==> src/rtl/hazard_ctrl_if.sv <==
// Signal bundle between the D-stage decoder / pipeline registers and hazard_ctrl.
// The pipeline side uses the master modport; hazard_ctrl uses the slave modport.
interface hazard_ctrl_if;
    logic [4:0] rs_d;
    logic [4:0] rt_d;
    logic [1:0] tuse_rs;
    logic [1:0] tuse_rt;
    logic       wr_d;
    logic [4:0] dst_d;
    logic [1:0] tnew_d;
    logic       md_use_d;
    logic       md_start_e;
    logic       md_div_e;
    logic       en_pc;
    logic       en_d;
    logic       flush_e;
    logic [1:0] fwd_rs_d;
    logic [1:0] fwd_rt_d;
    logic [1:0] fwd_rs_e;
    logic [1:0] fwd_rt_e;
    logic       md_busy;

    modport slave (
        input  rs_d, rt_d, tuse_rs, tuse_rt, wr_d, dst_d, tnew_d,
        input  md_use_d, md_start_e, md_div_e,
        output en_pc, en_d, flush_e,
        output fwd_rs_d, fwd_rt_d, fwd_rs_e, fwd_rt_e, md_busy
    );

    modport master (
        output rs_d, rt_d, tuse_rs, tuse_rt, wr_d, dst_d, tnew_d,
        output md_use_d, md_start_e, md_div_e,
        input  en_pc, en_d, flush_e,
        input  fwd_rs_d, fwd_rt_d, fwd_rs_e, fwd_rt_e, md_busy
    );
endinterface

==> src/rtl/hazard_ctrl.sv <==
// Stall/flush/forwarding control for the 5-stage MIPS pipeline with a mult/div busy window.
// Define HAZARD_FWD_EN for Tuse/Tnew forwarding; otherwise any in-flight writer of a source stalls.
module hazard_ctrl #(
    parameter int unsigned MULT_CYC = 5,
    parameter int unsigned DIV_CYC  = 10
) (
    input  logic         clk,
    input  logic         rst_n,
    hazard_ctrl_if.slave hz
);
    typedef struct packed {
        logic       wr;
        logic [4:0] dst;
        logic [1:0] tnew;
        logic [4:0] rs;
        logic [4:0] rt;
    } sb_e_t;

    typedef struct packed {
        logic       wr;
        logic [4:0] dst;
        logic [1:0] tnew;
    } sb_m_t;

    localparam logic [3:0] MULT_LD = 4'(MULT_CYC);
    localparam logic [3:0] DIV_LD  = 4'(DIV_CYC);

    sb_e_t      sb_e_reg, sb_e_next;
    sb_m_t      sb_m_reg, sb_m_next;
    logic       w_wr_reg, w_wr_next;
    logic [4:0] w_dst_reg, w_dst_next;
    logic [3:0] md_cnt_reg, md_cnt_next;

    logic [4:0] src_d [2];
    logic [1:0] tuse_d [2];
    logic [1:0] fwd_d [2];
    logic [1:0] fwd_e [2];
    logic [1:0] stall_src;
    logic       md_busy;
    logic       stall_md;
    logic       stall;

    // $0 is hardwired, so a write to it never creates a dependence.
    function automatic logic hit(input logic wr, input logic [4:0] dst, input logic [4:0] r);
        return wr && (dst == r) && (r != 5'd0);
    endfunction

    assign src_d[0]  = hz.rs_d;
    assign src_d[1]  = hz.rt_d;
    assign tuse_d[0] = hz.tuse_rs;
    assign tuse_d[1] = hz.tuse_rt;

    generate
        for (genvar gi = 0; gi < 2; gi++) begin : g_src
`ifdef HAZARD_FWD_EN
            logic [4:0] src_e;
            assign src_e = (gi == 0) ? sb_e_reg.rs : sb_e_reg.rt;
            assign stall_src[gi] =
                (hit(sb_e_reg.wr, sb_e_reg.dst, src_d[gi]) && (sb_e_reg.tnew > tuse_d[gi])) ||
                (hit(sb_m_reg.wr, sb_m_reg.dst, src_d[gi]) && (sb_m_reg.tnew > tuse_d[gi]));
            assign fwd_d[gi] =
                (hit(sb_m_reg.wr, sb_m_reg.dst, src_d[gi]) && (sb_m_reg.tnew == 2'd0)) ? 2'd1 :
                hit(w_wr_reg, w_dst_reg, src_d[gi]) ? 2'd2 : 2'd0;
            assign fwd_e[gi] =
                (hit(sb_m_reg.wr, sb_m_reg.dst, src_e) && (sb_m_reg.tnew == 2'd0)) ? 2'd1 :
                hit(w_wr_reg, w_dst_reg, src_e) ? 2'd2 : 2'd0;
`else
            // Without forwarding the value is only safe once the writer has left W.
            assign stall_src[gi] = (tuse_d[gi] != 2'd3) &&
                (hit(sb_e_reg.wr, sb_e_reg.dst, src_d[gi]) ||
                 hit(sb_m_reg.wr, sb_m_reg.dst, src_d[gi]) ||
                 hit(w_wr_reg, w_dst_reg, src_d[gi]));
            assign fwd_d[gi] = 2'd0;
            assign fwd_e[gi] = 2'd0;
`endif
        end
    endgenerate

`ifndef HAZARD_FWD_EN
    logic unused_sb;
    assign unused_sb = ^{sb_e_reg.rs, sb_e_reg.rt, sb_m_reg.tnew};
`endif

    assign md_busy  = (md_cnt_reg != 4'd0);
    assign stall_md = hz.md_use_d && (md_busy || hz.md_start_e);
    assign stall    = (|stall_src) || stall_md;

    assign hz.en_pc    = ~stall;
    assign hz.en_d     = ~stall;
    assign hz.flush_e  = stall;
    assign hz.fwd_rs_d = fwd_d[0];
    assign hz.fwd_rt_d = fwd_d[1];
    assign hz.fwd_rs_e = fwd_e[0];
    assign hz.fwd_rt_e = fwd_e[1];
    assign hz.md_busy  = md_busy;

    always_comb begin
        sb_e_next = '0;
        if (!stall) begin
            sb_e_next = '{wr: hz.wr_d, dst: hz.dst_d, tnew: hz.tnew_d, rs: hz.rs_d, rt: hz.rt_d};
        end
        sb_m_next.wr   = sb_e_reg.wr;
        sb_m_next.dst  = sb_e_reg.dst;
        sb_m_next.tnew = (sb_e_reg.tnew == 2'd0) ? 2'd0 : sb_e_reg.tnew - 2'd1;
        w_wr_next      = sb_m_reg.wr;
        w_dst_next     = sb_m_reg.dst;

        md_cnt_next = md_cnt_reg;
        if (hz.md_start_e) begin
            md_cnt_next = hz.md_div_e ? DIV_LD : MULT_LD;
        end else if (md_busy) begin
            md_cnt_next = md_cnt_reg - 4'd1;
        end
    end

    always_ff @(posedge clk or negedge rst_n) begin
        if (!rst_n) begin
            sb_e_reg   <= '0;
            sb_m_reg   <= '0;
            w_wr_reg   <= 1'b0;
            w_dst_reg  <= 5'd0;
            md_cnt_reg <= 4'd0;
        end else begin
            sb_e_reg   <= sb_e_next;
            sb_m_reg   <= sb_m_next;
            w_wr_reg   <= w_wr_next;
            w_dst_reg  <= w_dst_next;
            md_cnt_reg <= md_cnt_next;
        end
    end
endmodule

==> src/flat_wrapper.sv <==
// flat-port wrapper written by rule: the top's interface ports become plain ports
module hazard_ctrl_flat 
#(
    parameter int unsigned MULT_CYC = 5,
    parameter int unsigned DIV_CYC  = 10
)
  (clk, rst_n, hz_rs_d, hz_rt_d, hz_tuse_rs, hz_tuse_rt, hz_wr_d, hz_dst_d, hz_tnew_d, hz_md_use_d, hz_md_start_e, hz_md_div_e, hz_en_pc, hz_en_d, hz_flush_e, hz_fwd_rs_d, hz_fwd_rt_d, hz_fwd_rs_e, hz_fwd_rt_e, hz_md_busy);
  hazard_ctrl_if hz_i ();
  input  logic clk;
  input  logic rst_n;
  input wire logic [$bits(hz_i.rs_d)-1:0] hz_rs_d;
  input wire logic [$bits(hz_i.rt_d)-1:0] hz_rt_d;
  input wire logic [$bits(hz_i.tuse_rs)-1:0] hz_tuse_rs;
  input wire logic [$bits(hz_i.tuse_rt)-1:0] hz_tuse_rt;
  input wire logic [$bits(hz_i.wr_d)-1:0] hz_wr_d;
  input wire logic [$bits(hz_i.dst_d)-1:0] hz_dst_d;
  input wire logic [$bits(hz_i.tnew_d)-1:0] hz_tnew_d;
  input wire logic [$bits(hz_i.md_use_d)-1:0] hz_md_use_d;
  input wire logic [$bits(hz_i.md_start_e)-1:0] hz_md_start_e;
  input wire logic [$bits(hz_i.md_div_e)-1:0] hz_md_div_e;
  output wire logic [$bits(hz_i.en_pc)-1:0] hz_en_pc;
  output wire logic [$bits(hz_i.en_d)-1:0] hz_en_d;
  output wire logic [$bits(hz_i.flush_e)-1:0] hz_flush_e;
  output wire logic [$bits(hz_i.fwd_rs_d)-1:0] hz_fwd_rs_d;
  output wire logic [$bits(hz_i.fwd_rt_d)-1:0] hz_fwd_rt_d;
  output wire logic [$bits(hz_i.fwd_rs_e)-1:0] hz_fwd_rs_e;
  output wire logic [$bits(hz_i.fwd_rt_e)-1:0] hz_fwd_rt_e;
  output wire logic [$bits(hz_i.md_busy)-1:0] hz_md_busy;
  assign hz_i.rs_d = hz_rs_d;
  assign hz_i.rt_d = hz_rt_d;
  assign hz_i.tuse_rs = hz_tuse_rs;
  assign hz_i.tuse_rt = hz_tuse_rt;
  assign hz_i.wr_d = hz_wr_d;
  assign hz_i.dst_d = hz_dst_d;
  assign hz_i.tnew_d = hz_tnew_d;
  assign hz_i.md_use_d = hz_md_use_d;
  assign hz_i.md_start_e = hz_md_start_e;
  assign hz_i.md_div_e = hz_md_div_e;
  assign hz_en_pc = hz_i.en_pc;
  assign hz_en_d = hz_i.en_d;
  assign hz_flush_e = hz_i.flush_e;
  assign hz_fwd_rs_d = hz_i.fwd_rs_d;
  assign hz_fwd_rt_d = hz_i.fwd_rt_d;
  assign hz_fwd_rs_e = hz_i.fwd_rs_e;
  assign hz_fwd_rt_e = hz_i.fwd_rt_e;
  assign hz_md_busy = hz_i.md_busy;
  hazard_ctrl #(.MULT_CYC(MULT_CYC), .DIV_CYC(DIV_CYC)) u_core (.clk(clk), .rst_n(rst_n), .hz(hz_i));
endmodule
==> config.mk <==
export PLATFORM = sky130hd
export DESIGN_NAME = hazard_ctrl_flat
export DESIGN_NICKNAME = d
export VERILOG_FILES = /design/src/rtl/hazard_ctrl_if.sv /design/src/rtl/hazard_ctrl.sv /design/src/flat_wrapper.sv
export SDC_FILE = /design/constraint.sdc
export NUM_CORES = 1
export LEC_CHECK = 0
export CORE_AREA = 2 2 56 58
export CTS_CLUSTER_SIZE = 8
export DETAILED_ROUTE_END_ITERATION = 12
export DIE_AREA = 0 0 58 60
export HOLD_SLACK_MARGIN = 0.05
export PLACE_DENSITY = 0.83
export SYNTH_ARGS = -nofsm -noshare
export SYNTH_HDL_FRONTEND = slang
export SYNTH_SLANG_ARGS = --single-unit
==> constraint.sdc <==
create_clock -name clk -period 2.22 [get_ports clk]
set_input_delay 0.444 -clock clk [delete_from_list [all_inputs] [get_ports clk]]
set_output_delay 0.444 -clock clk [all_outputs]
set_load 0.02 [all_outputs]
== Word-level counts from Yosys, hierarchy flattened ==
Cells that the tools add are included.
Word-level totals
  output and inout port bits: 12
  register bits: 22
  bits of input ports: 27
  logic and storage cells: 47
Operators by class
  bitwise operators: 1
  reduce and logical (&&, ||, !) cells: 26
  $add $sub $neg: 1
  equal/unequal tests: 8
  multiplexer cells: 4
Operators with widths (number)
  equality test 5 bit: 6
  two-way mux 18 bit: 1
  logical AND 1 bit: 15
  two-way mux 4 bit: 3
  nonzero test 5 bit: 2
  logical OR 1 bit: 6
  inequality test 2 bit (second input constant): 2
  nonzero test 4 bit: 1
  subtractor 4 x 1 -> 4 bit (second input constant): 1
  nonzero test 2 bit: 1
  OR reduction 2 bit: 1
  NOT 1 bit: 1

== Longest topological paths before layout ==
  depth in word-level cells: 9
  depth in mapped cells: 9
  gate-level depth less buffers: 7

== Worst setup path before layout ==
OpenSTA, ideal clock, no wires.
  path kind: reg2out
  start point: reg u_core.md_cnt_reg[0]
  end point: out hz_en_pc
  arrival: 2.143 ns
  data required time: 1.776 ns
  path buffers: 2
  cell stages (with the launch flop): 10
  setup slack: -0.367 ns
  cell sequence: dfrtp_1 > inv_1 > ha_1 > and2_1 > clkbuf_1 > inv_1 > o21ai_0 > nand2_1 > nor3_1 > buf_4
Between the ends
  word-level cells in the longest chain between the ends: 5
RTL lines
  start, declared: line hazard_ctrl.sv:32  | logic [3:0] md_cnt_reg, md_cnt_next;
  start signal, assigned: line hazard_ctrl.sv:128  | md_cnt_reg <= md_cnt_next;
  nonzero test 4 bit: line hazard_ctrl.sv:84  | assign md_busy = (md_cnt_reg != 4'd0);
  net hz_md_busy: line flat_wrapper.sv:28  | output wire logic [$bits(hz_i.md_busy)-1:0] hz_md_busy;
  logical OR 1 bit: line hazard_ctrl.sv:85  | assign stall_md = hz.md_use_d && (md_busy || hz.md_start_e);
  logical AND 1 bit: line hazard_ctrl.sv:85
  logical OR 1 bit: line hazard_ctrl.sv:86  | assign stall = (|stall_src) || stall_md;
  NOT 1 bit
  end, declared: line flat_wrapper.sv:21  | output wire logic [$bits(hz_i.en_pc)-1:0] hz_en_pc;
The timed path passes the listed nets, and every way through them passes these cells.

== Worst setup path in the final report ==
  start point: reg u_core.w_dst_reg[1]
  end point: out hz_en_d
Between the ends
  word-level cells in the longest chain between the ends: 8
  elaborated cells between the ends (all ways): 13
  classes of those cells: 2 x eq/ne; 1 x bitwise; 10 x reduce/logical
RTL lines
  start, declared: line hazard_ctrl.sv:31  | logic [4:0] w_dst_reg, w_dst_next;
  start signal, assigned: line hazard_ctrl.sv:127  | w_dst_reg <= w_dst_next;
  equality test 5 bit: line hazard_ctrl.sv:45  | return wr && (dst == r) && (r != 5'd0);
  logical AND 1 bit (2 in a row): line hazard_ctrl.sv:45
  logical OR 1 bit: line hazard_ctrl.sv:71  | hit(sb_m_reg.wr, sb_m_reg.dst, src_d[gi]) ||
  logical AND 1 bit: line hazard_ctrl.sv:69  | assign stall_src[gi] = (tuse_d[gi] != 2'd3) &&
  OR reduction 2 bit *: line hazard_ctrl.sv:86
  logical OR 1 bit *: line hazard_ctrl.sv:86
  NOT 1 bit *: line hazard_ctrl.sv:89  | assign hz.en_d = ~stall;
  end, declared: line flat_wrapper.sv:22  | output wire logic [$bits(hz_i.en_d)-1:0] hz_en_d;
Mark *: on every way between the ends. The rest lies on a longest branch, timed or not.

==> results_dict.tcl <==
set metrics [dict create \
    cp_top_family "compound AO/OA/AOI/OAI gates" \
    cts_made_buffers 3 \
    ys_ff_latch 22 \
    max_stage_delay_ns 0.42 \
    swShare_pct 30.3 \
    synth_compound_area_share_pct 6.99 \
    largest_register_ffs 6 \
    finalWorstSetupSlack_ns -0.239 \
    grt_pass1_vias 1157 \
    avgSynthCellArea_um2 11.0 \
    path_max_fanout 2 \
    yosys.area_share.simple_pct 14.9 \
    cp.required_ns 1.78 \
    clk_latency_ns 0.30 \
    grt_pass1_wl_mm 5.02 \
    cp_common_cell "buf_6" \
    clockPowerShare_pct 20.1 \
    path_clk_slew_ns 0.12 \
    internal_power_uw 756 \
    combinationalPowerShare_pct 35.5 \
    rows 20 \
    setup_viol 3 \
    p_sw_uw 328 \
    outcome "complete, but fails checks" \
    clock.fmax_mhz 407 \
    drive_gt1_share_pct 29.9 \
    max-clock-path-buffers 2 \
    p_leak_uw 0.000865 \
    overflow 0 \
    area_growth_pct 50.4 \
    skew_ns 0.00759 \
    drc 0 \
    post-route-period-util_pct 111 \
    port_buffers 28 \
    routedWlPerCell_um 14.6 \
    layout_commonest_cell "buf_4" \
    start_kind "flop" \
    syn_area_mm2 0.00122 \
    grt_max_degree 23 \
    drt_iter0_drc 38 \
    final_cell_mix "32 x buf_4, 24 x xor2_1, 22 x dfrtp_1, 14 x clkdlybuf4s50_1, 9 x xnor2_1" \
    violations "negative setup slack" \
    seqPwrFrac_pct 44.4 \
    clock-sinks 22 \
    fin_cells 207 \
    hpwl_mm 2.36 \
    die-area_mm2 0.00348 \
    maxCapViolations 0 \
    die_h_um 60 \
    synth_top_family_by_area "XOR/XNOR gates" \
    wl_mm 3.03 \
    regArea_um2 551 \
    grt_usage_pct 19.3 \
    netlist_top_cells_area "dfrtp_1 45%, xor2_1 17%, xnor2_1 6.5%, buf_4 5.5%, nor4b_1 4.3%" \
    synthAdderAreaFrac_pct 2.06 \
    vias 1045 \
    first_pass_iters 4 \
    synthMuxAreaShare_pct 0 \
    crit_slowest_cell "dfrtp_1" \
    yosys.area.top_type_share_pct 45.2 \
    criticalPathCategory "reg -> out" \
    dp.cells 198 \
    crit_buf_inv 2 \
    antenna_left 0 \
    io_pins 39 \
    rsz0062_at_grt "true" \
    drv_slew 0 \
    h-tree-depth 1 \
    critPathArrivalTime_ns 2.02 \
    multi_input_area_um2 651 \
    seq_area_frac_synth_pct 45.2 \
    ys.warnings.count 0 \
    synth_xor_xnor_area_share_pct 23.7 \
    n_fill_cell 249 \
    root_buffer "clkbuf_4" \
    postCtsHoldBufs 0 \
    netlist_instances 111 \
    antenna-diode-count 0 \
    hold_violations 0 \
    gp_congestion 0.920 \
    ir_drop_v 0.000376 \
    p_per_area_mw_per_mm2 592 \
    coreArea_mm2 0.00290 \
    dp_slack_ns -0.948 \
    antenna_found_initial 0 \
    synth_cell_types 26 \
    min_period_ns 2.46 \
    layout.nets 204 \
    yosys.area.top_type "dfrtp_1" \
    die_w_um 58 \
    path_cells "xor2_1 > nor4_1 > a32oi_1 > a221oi_4 > buf_6 > nor3_4 > buf_6" \
    viasPerCell 5.05 \
    start_util_pct 41.9 \
    end_kind "output port" \
    holdCritPathClass "reg -> reg" \
    cts_tree "done" \
]
repair_timing:
item / CTS / global route
gates resized for setup: 41 / 2
endpoints found under the setup margin: 4 / 3
setup buffers: 5 / 0
pin swaps: 14 / 1
synthesized netlist by cell type:
| cell type | number |
|---|---|
| nor2_1 | 4 |
| or3_1 | 1 |
| nor4_1 | 6 |
| ha_1 | 2 |
| a32oi_1 | 1 |
| nand2_1 | 2 |
| nor3_1 | 3 |
| nand3_1 | 3 |
| dfrtp_1 | 22 |
| nand2b_1 | 1 |
| o31ai_1 | 2 |
| a21oi_1 | 1 |
| inv_1 | 3 |
| xnor2_1 | 9 |
| nand4_1 | 1 |
| xor2_1 | 24 |
| a21boi_1 | 1 |
| conb_1 | 1 |
| o21ai_0 | 3 |
| nor4b_1 | 6 |
| and2_1 | 2 |
| buf_4 | 9 |
| clkbuf_1 | 1 |
| or4_1 | 1 |
| a221oi_4 | 1 |
| a22oi_1 | 1 |
logic make-up after synthesis:
family / after synthesis
AOI/OAI and AO/OA: 10
xor gates and xnor gates: 33
adders and majority gates: 2
buffers and inverters: 13
DFF: 22
other: 1
and+or+nand+nor: 30
worst paths after layout:
kind | start | endpoint | slack (ns) | cells past startpoint
worst max-delay path | u_core.w_dst_reg[1] | hz_en_d | -0.24 | 7
worst min register to register | u_core.w_wr_next | u_core.w_wr_reg | 0.44 | 0
min in group asynchronous | rst_n | u_core.md_cnt_reg[1] | 0.47 | 2
max in group asynchronous | rst_n | u_core.sb_e_reg[17] | 1.52 | 2
worst max register to register | u_core.w_dst_reg[4] | u_core.sb_e_reg[17] | 0.32 | 7
worst min-delay path | u_core.w_wr_next | u_core.w_wr_reg | 0.44 | 0
routing by layer:
| metal | GRT usage (%) | wire length (um) | vias to the layer above |
|---|---|---|---|
| met5 | 0 | 0 | - |
| met4 | 7.64 | 65 | 0 |
| met3 | 3.68 | 211 | 11 |
| met2 | 34.3 | 1530 | 49 |
| met1 | 22.9 | 1220 | 490 |
| li1 | - | - | 495 |
layout make-up:
class                           instances  share of cell area (%)
Clock buffer                            4                    1.98
Inverter                                3                   0.615
Multi-Input combinational cell         83                    35.5
Sequential cell                        22                    30.1
Tap cell                               33                    2.26
Timing Repair Buffer                   62                    29.5
power groups by stage:
stage | clock network (uW) | logic, uW | registers (uW)
2_1_floorplan | 0 | 186 | 487
3_3_place_gp | 0 | 357 | 487
3_5_place_dp | 0 | 372 | 491
4_1_cts | 221 | 380 | 482
5_1_grt | 245 | 421 | 487
6_report | 218 | 384 | 481
metrics by stage:
stage          TNS, ns  hold slack (ns)  utilization, %  instance area, um2  total power [uW]
3_5_place_dp     -3.99            0.410            59.4                1730               862
4_1_cts         -0.763            0.438            62.7                1820              1080
6_report        -0.708            0.441            63.1                1830              1080
5_1_grt          -1.16            0.466            63.1                1830              1150
2_1_floorplan        0            0.148               -                1260               673
3_3_place_gp     -3.32            0.398            59.4                1730               844
Note: power is estimated with default switching activity, not from simulation.
==> variant 1 (same settings) <==
Make the reset (`rst_n`) synchronous in one clocked block.
--- a/src/rtl/hazard_ctrl.sv
+++ b/src/rtl/hazard_ctrl.sv
@@ -113,7 +113,7 @@
         end
     end
 
-    always_ff @(posedge clk or negedge rst_n) begin
+    always_ff @(posedge clk) begin
         if (!rst_n) begin
             sb_e_reg   <= '0;
             sb_m_reg   <= '0;
Formal check against the unedited RTL: differs if rst_n is asserted again (counterexample within 4 cycles, from zero or initial values and one cycle with rst_n low); with rst_n held inactive, the same outputs for 10 cycles.
==> variant 1 against the unedited design <==
  * Cell area decreased by 0.62%
  * Power decreased by 17%
  * The run still ends with negative setup slack left
  * Clock skew decreased by 0.0043 ns
  * Maximum frequency increased by 3.1%
  * Sequential share of layout area decreased by 5.4 points
  * Area after synthesis increased by 0.21%
  * Sequential cell count unchanged
  * Critical endpoint is now hz_en_pc
  * Wire length increased by 4.5%
  * Worst setup slack improved by 0.074 ns
  * Die area unchanged
==> variant 1: results (changes against the unedited design) <==
yosysWarnings: 0  # unchanged
cpMaxStageDelayCell: "a221oi_4"
clk_pin_slew_ns: 0.11
area_delta_synth_final_pct: 49.13
drive_gt1_share_pct: 32.98  # +3.1 points
p_leak_nw: 0.8160  # -5.7%
crit_arrival_ns: 1.94  # -0.08 ns
yosys_most_used_dff: "dfxtp_1"
synth_cell_types: 26  # unchanged
path_delay_family: "compound AO/OA/AOI/OAI gates"
wire_per_inst_um: 14.11  # -3.5%
numCtsBuffers: 3  # unchanged
grt_antenna_before_repair: 0  # unchanged
yosysSeqAreaShare_pct: 36.10  # -9.1 points
setup-violations-final: 3  # unchanged
placed_cells: 218  # +10%
fin_skew_ns: 0.003266  # -0.004326 ns
synthTopCellsByCount: "24 x xor2_1, 22 x dfxtp_1, 15 x and2_1"
fin_setup_tns_ns: -0.4892  # +0.2188 ns
fill_cells: 247  # -0.80%
io_buffers: 28  # unchanged
drt_first_pass_iters: 4  # unchanged
async_reset_ff_share_pct: 0  # -100 points
r2r_slack_ns: 0.43  # +0.11 ns
hold_class: "reg -> reg"
routed_via_density: 4.960  # -1.8%
peakVddDrop_mv: 0.3371  # -10%
grt_pass1_vias: 1179  # +1.9%
grt_max_degree: 23  # unchanged
path_max_fanout: 3  # +1
postSynthCellCount: 133  # +20%
dpl-instance-area_sq_um: 1714  # -0.65%
place_ws_ns: -0.9379  # +0.01045 ns
hold_ws_ns: 0.4973  # +0.05625 ns
status: "finished, violations left"
violations: "negative setup slack"
htreeDepth: 1  # unchanged
worst_slack_ns: -0.1653  # +0.07395 ns
antenna_cells: 0  # unchanged
grt_pass1_wl_mm: 5.002  # -0.42%
drt_iter0_drc: 19  # -50%
gp_congestion: 0.8293  # -9.8%
place_hpwl_mm: 2.515  # +6.6%
vias: 1111  # +6.3%
grt_use_total_pct: 19.34  # +0.082 points
slowest_delay_ns: 0.36  # -0.06 ns
yosys-top-cells-area: "dfxtp_1 36%, xor2_1 17%, and2_1 7.7%"
-- variant 1: layer usage --
| layer | wire, um | track usage (%) |
|---|---|---|
| met1 | 1133 | 19.71 |
| met2 | 1742 | 37.82 |
| met3 | 196 | 2.814 |
| met4 | 87 | 9.967 |
| met5 | 0 | 0 |
-- variant 1: where the power goes --
part / internal [mW] / switching [mW] / leakage, nW / total, mW
logic: 0.155 / 0.140 / 0.619 / 0.295
registers: 0.417 / 0.0150 / 0.183 / 0.432
clock network: 0.0634 / 0.111 / 0.0138 / 0.174
total: 0.636 / 0.266 / 0.816 / 0.901
-- variant 1: logic make-up after synthesis --
logic type,count (synthesis),synth area share (%)
flip-flops,22,36.10
other,1,0.3074
AO/OA/AOI/OAI,10,7.591
adder cells (fa/ha/maj),2,2.051
buffers and inverters,14,7.077
XOR/XNOR,33,23.69
AND/OR/NAND/NOR,51,23.18
-- variant 1: final cells by class --
class,count,share of cell area (%)
Tap cell,33,2.270
Multi-Input combinational cell,104,43.33
Timing Repair Buffer,59,27.85
Inverter,3,0.6190
Sequential cell,22,24.69
Clock buffer,3,1.238
-- variant 1: path summary, 6_finish.rpt --
path / cells past startpoint / startpoint / end
hold reg to reg: 1 / u_core.w_wr_next$_SDFF_PN0_ / u_core.w_wr_reg$_SDFF_PN0_
setup / recovery: 7 / u_core.sb_e_reg[14]$_SDFF_PP0_ / hz_en_pc
setup reg to reg: 7 / u_core.w_dst_next[1]$_SDFF_PN0_ / u_core.sb_e_reg[14]$_SDFF_PP0_
hold / removal: 1 / u_core.w_wr_next$_SDFF_PN0_ / u_core.w_wr_reg$_SDFF_PN0_
-- variant 1: timing repair --
action                                  4_1_cts  5_1_grt
setup buffers                                 2        1
resized for setup                            59        8
pin swaps                                    14        3
endpoints found under the setup margin        4        3
==> variant 2 (config.mk and constraints unchanged) <==
Without the edit above. `DIV_CYC` is set to 10 in 2 places; all go to 8.
--- a/src/rtl/hazard_ctrl.sv
+++ b/src/rtl/hazard_ctrl.sv
@@ -2,7 +2,7 @@
 // Define HAZARD_FWD_EN for Tuse/Tnew forwarding; otherwise any in-flight writer of a source stalls.
 module hazard_ctrl #(
     parameter int unsigned MULT_CYC = 5,
-    parameter int unsigned DIV_CYC  = 10
+    parameter int unsigned DIV_CYC  = 8
 ) (
     input  logic         clk,
     input  logic         rst_n,
--- a/src/flat_wrapper.sv
+++ b/src/flat_wrapper.sv
@@ -2,7 +2,7 @@
 module hazard_ctrl_flat 
 #(
     parameter int unsigned MULT_CYC = 5,
-    parameter int unsigned DIV_CYC  = 10
+    parameter int unsigned DIV_CYC  = 8
 )
   (clk, rst_n, hz_rs_d, hz_rt_d, hz_tuse_rs, hz_tuse_rt, hz_wr_d, hz_dst_d, hz_tnew_d, hz_md_use_d, hz_md_start_e, hz_md_div_e, hz_en_pc, hz_en_d, hz_flush_e, hz_fwd_rs_d, hz_fwd_rt_d, hz_fwd_rs_e, hz_fwd_rt_e, hz_md_busy);
   hazard_ctrl_if hz_i ();
Formal check against the unedited RTL: not equivalent (Yosys sat finds a counterexample within 10 cycles, from zero or initial values and one cycle with rst_n low).
==> variant 2 against the unedited design <==
  * The flow still finishes with violations (negative setup slack)
  * Synthesized cell count shrank 1.8%
  * Wire length grew 2.4%
  * Sequential power grew 0.8%
  * Largest cell class unchanged
  * Critical path depth is the same
  * Power shrank 3.1%
  * Area after synthesis shrank 0.62%
  * Sequential cell count is the same
  * Utilization shrank 1.6 points
  * Critical path type unchanged
  * Sequential share of layout area grew 0.76 points
  * Cell area shrank 2.5%
  * Non-clock buffer count shrank 3
  * Worst setup slack gained 0.0036 ns
==> variant 2: results (changes against the unedited design) <==
min_to: "u_core.w_wr_next$_DFF_PN0_"
r2r_end: "u_core.sb_e_reg[15]$_DFF_PN0_"
p_leak_nw: 0.8477  # -2.0%
yosys-top-cells-area: "dfrtp_1 46%, xor2_1 18%, buf_4 5.6%"
grt_antenna_before_repair: 0  # unchanged
place_ws_ns: -1.001  # -0.05221 ns
hold_ws_ns: 0.4161  # -0.02497 ns
synthTopCellsByCount: "25 x xor2_1, 22 x dfrtp_1, 9 x buf_4"
yosys_most_used_dff: "dfrtp_1"
grt_pass1_vias: 1152  # -0.43%
drt_iter0_drc: 9  # -76%
largest_register_ffs: 6  # unchanged
instances_no_fill: 202  # -2.4%
vias: 1012  # -3.2%
fin_setup_tns_ns: -0.6780  # +0.03002 ns
worst_slack_ns: -0.2356  # +0.003624 ns
violations: "negative setup slack"
gp_congestion: 0.9176  # -0.23%
peakVddDrop_mv: 0.4354  # +16%
ff2ff_path_depth: 8  # +1
worst_skew_pair.late_latency_ns: 0.29
dpl-instance-area_sq_um: 1719  # -0.36%
grt_pass1_wl_mm: 4.816  # -4.1%
setup-violations-final: 3  # unchanged
r2r-start: "u_core.sb_e_reg[13]$_DFF_PN0_"
path_delay_family: "simple AND/OR/NAND/NOR gates"
drive_gt1_share_pct: 29.59  # -0.30 points
holdPathStages: 0  # unchanged
synth_area_per_cell_sq_um: 11.10  # +1.2%
hold_class: "reg -> reg"
place_hpwl_mm: 2.397  # +1.6%
synth_cell_types: 27  # +3.8%
yosysSeqAreaShare_pct: 45.50  # +0.28 points
grt_use_total_pct: 18.45  # -0.81 points
min_from: "u_core.sb_e_reg[17]$_DFF_PN0_"
status: "finished, violations left"
path_max_fanout: 3  # +1
r2r_slack_ns: 0.47  # +0.15 ns
fin_skew_ns: 0.002551  # -0.005041 ns
synth_top_area_share_pct: 45.50  # +0.28 points
wirelength_mm: 3.097  # +2.4%
cpMaxStageDelayCell: "dfrtp_1"
variant 2: cell count changes after synthesis, sizes merged:
| cell | before | now |
|---|---|---|
| and2 | 2 | 1 |
| o31ai | 2 | 0 |
| nand2 | 2 | 3 |
| xor2 | 24 | 25 |
| clkbuf | 1 | 0 |
| a21o | 0 | 1 |
| or3 | 1 | 2 |
| inv | 3 | 2 |
| a211oi | 0 | 1 |
| o21a | 0 | 1 |
| a21oi | 1 | 0 |
| xnor2 | 9 | 7 |
variant 2: worst max path at each step:
stage               end                            from
6_report        hz_en_d  u_core.w_dst_next[2]$_DFF_PN0_
5_1_grt         hz_en_d  u_core.w_dst_next[1]$_DFF_PN0_
4_1_cts         hz_en_d   u_core.w_dst_reg[3]$_DFF_PN0_
3_5_place_dp    hz_en_d                      hz_rt_d[1]
3_3_place_gp   hz_en_pc                      hz_rt_d[1]
2_1_floorplan  hz_en_pc                      hz_rs_d[1]
variant 2: routing by layer:
layer,routed length [um],GRT usage (%)
met3,161,1.948
met4,32,6.977
met1,1253,21.58
met2,1648,34.58
met5,0,0
variant 2: power by group:
part,switching [mW],leakage (nW),internal [mW]
Clock,0.110,0.0138,0.0632
Combinational,0.185,0.554,0.207
Sequential,0.0365,0.280,0.449
variant 2: kinds of logic (layout without fill, tap and decap cells):
family	after synthesis	count (layout)	share of synthesized area, %
AOI/OAI and AO/OA	10	10	7.240
xor gates and xnor gates	32	32	23.16
adders and majority gates	2	2	2.068
buffers and inverters	11	64	6.205
DFF	22	22	45.50
other	1	8	0.3099
and+or+nand+nor	31	31	15.51
variant 2: final cells by class:
cell class,instances,area (sq um)
fillers,252,1117
multi-input cells,83,654.4
flip-flops and latches,22,550.5
repair buffers,59,509.2
well taps,33,41.29
clock buffers,3,22.52
inverters,2,7.507
variant 2: repair_timing:
item	in CTS	in global routing
resized for setup	45	1
setup endpoints to repair	4	3
hold buffers	0	0
pin swaps	13	3
cloned	0	0
buffers inserted	1	1
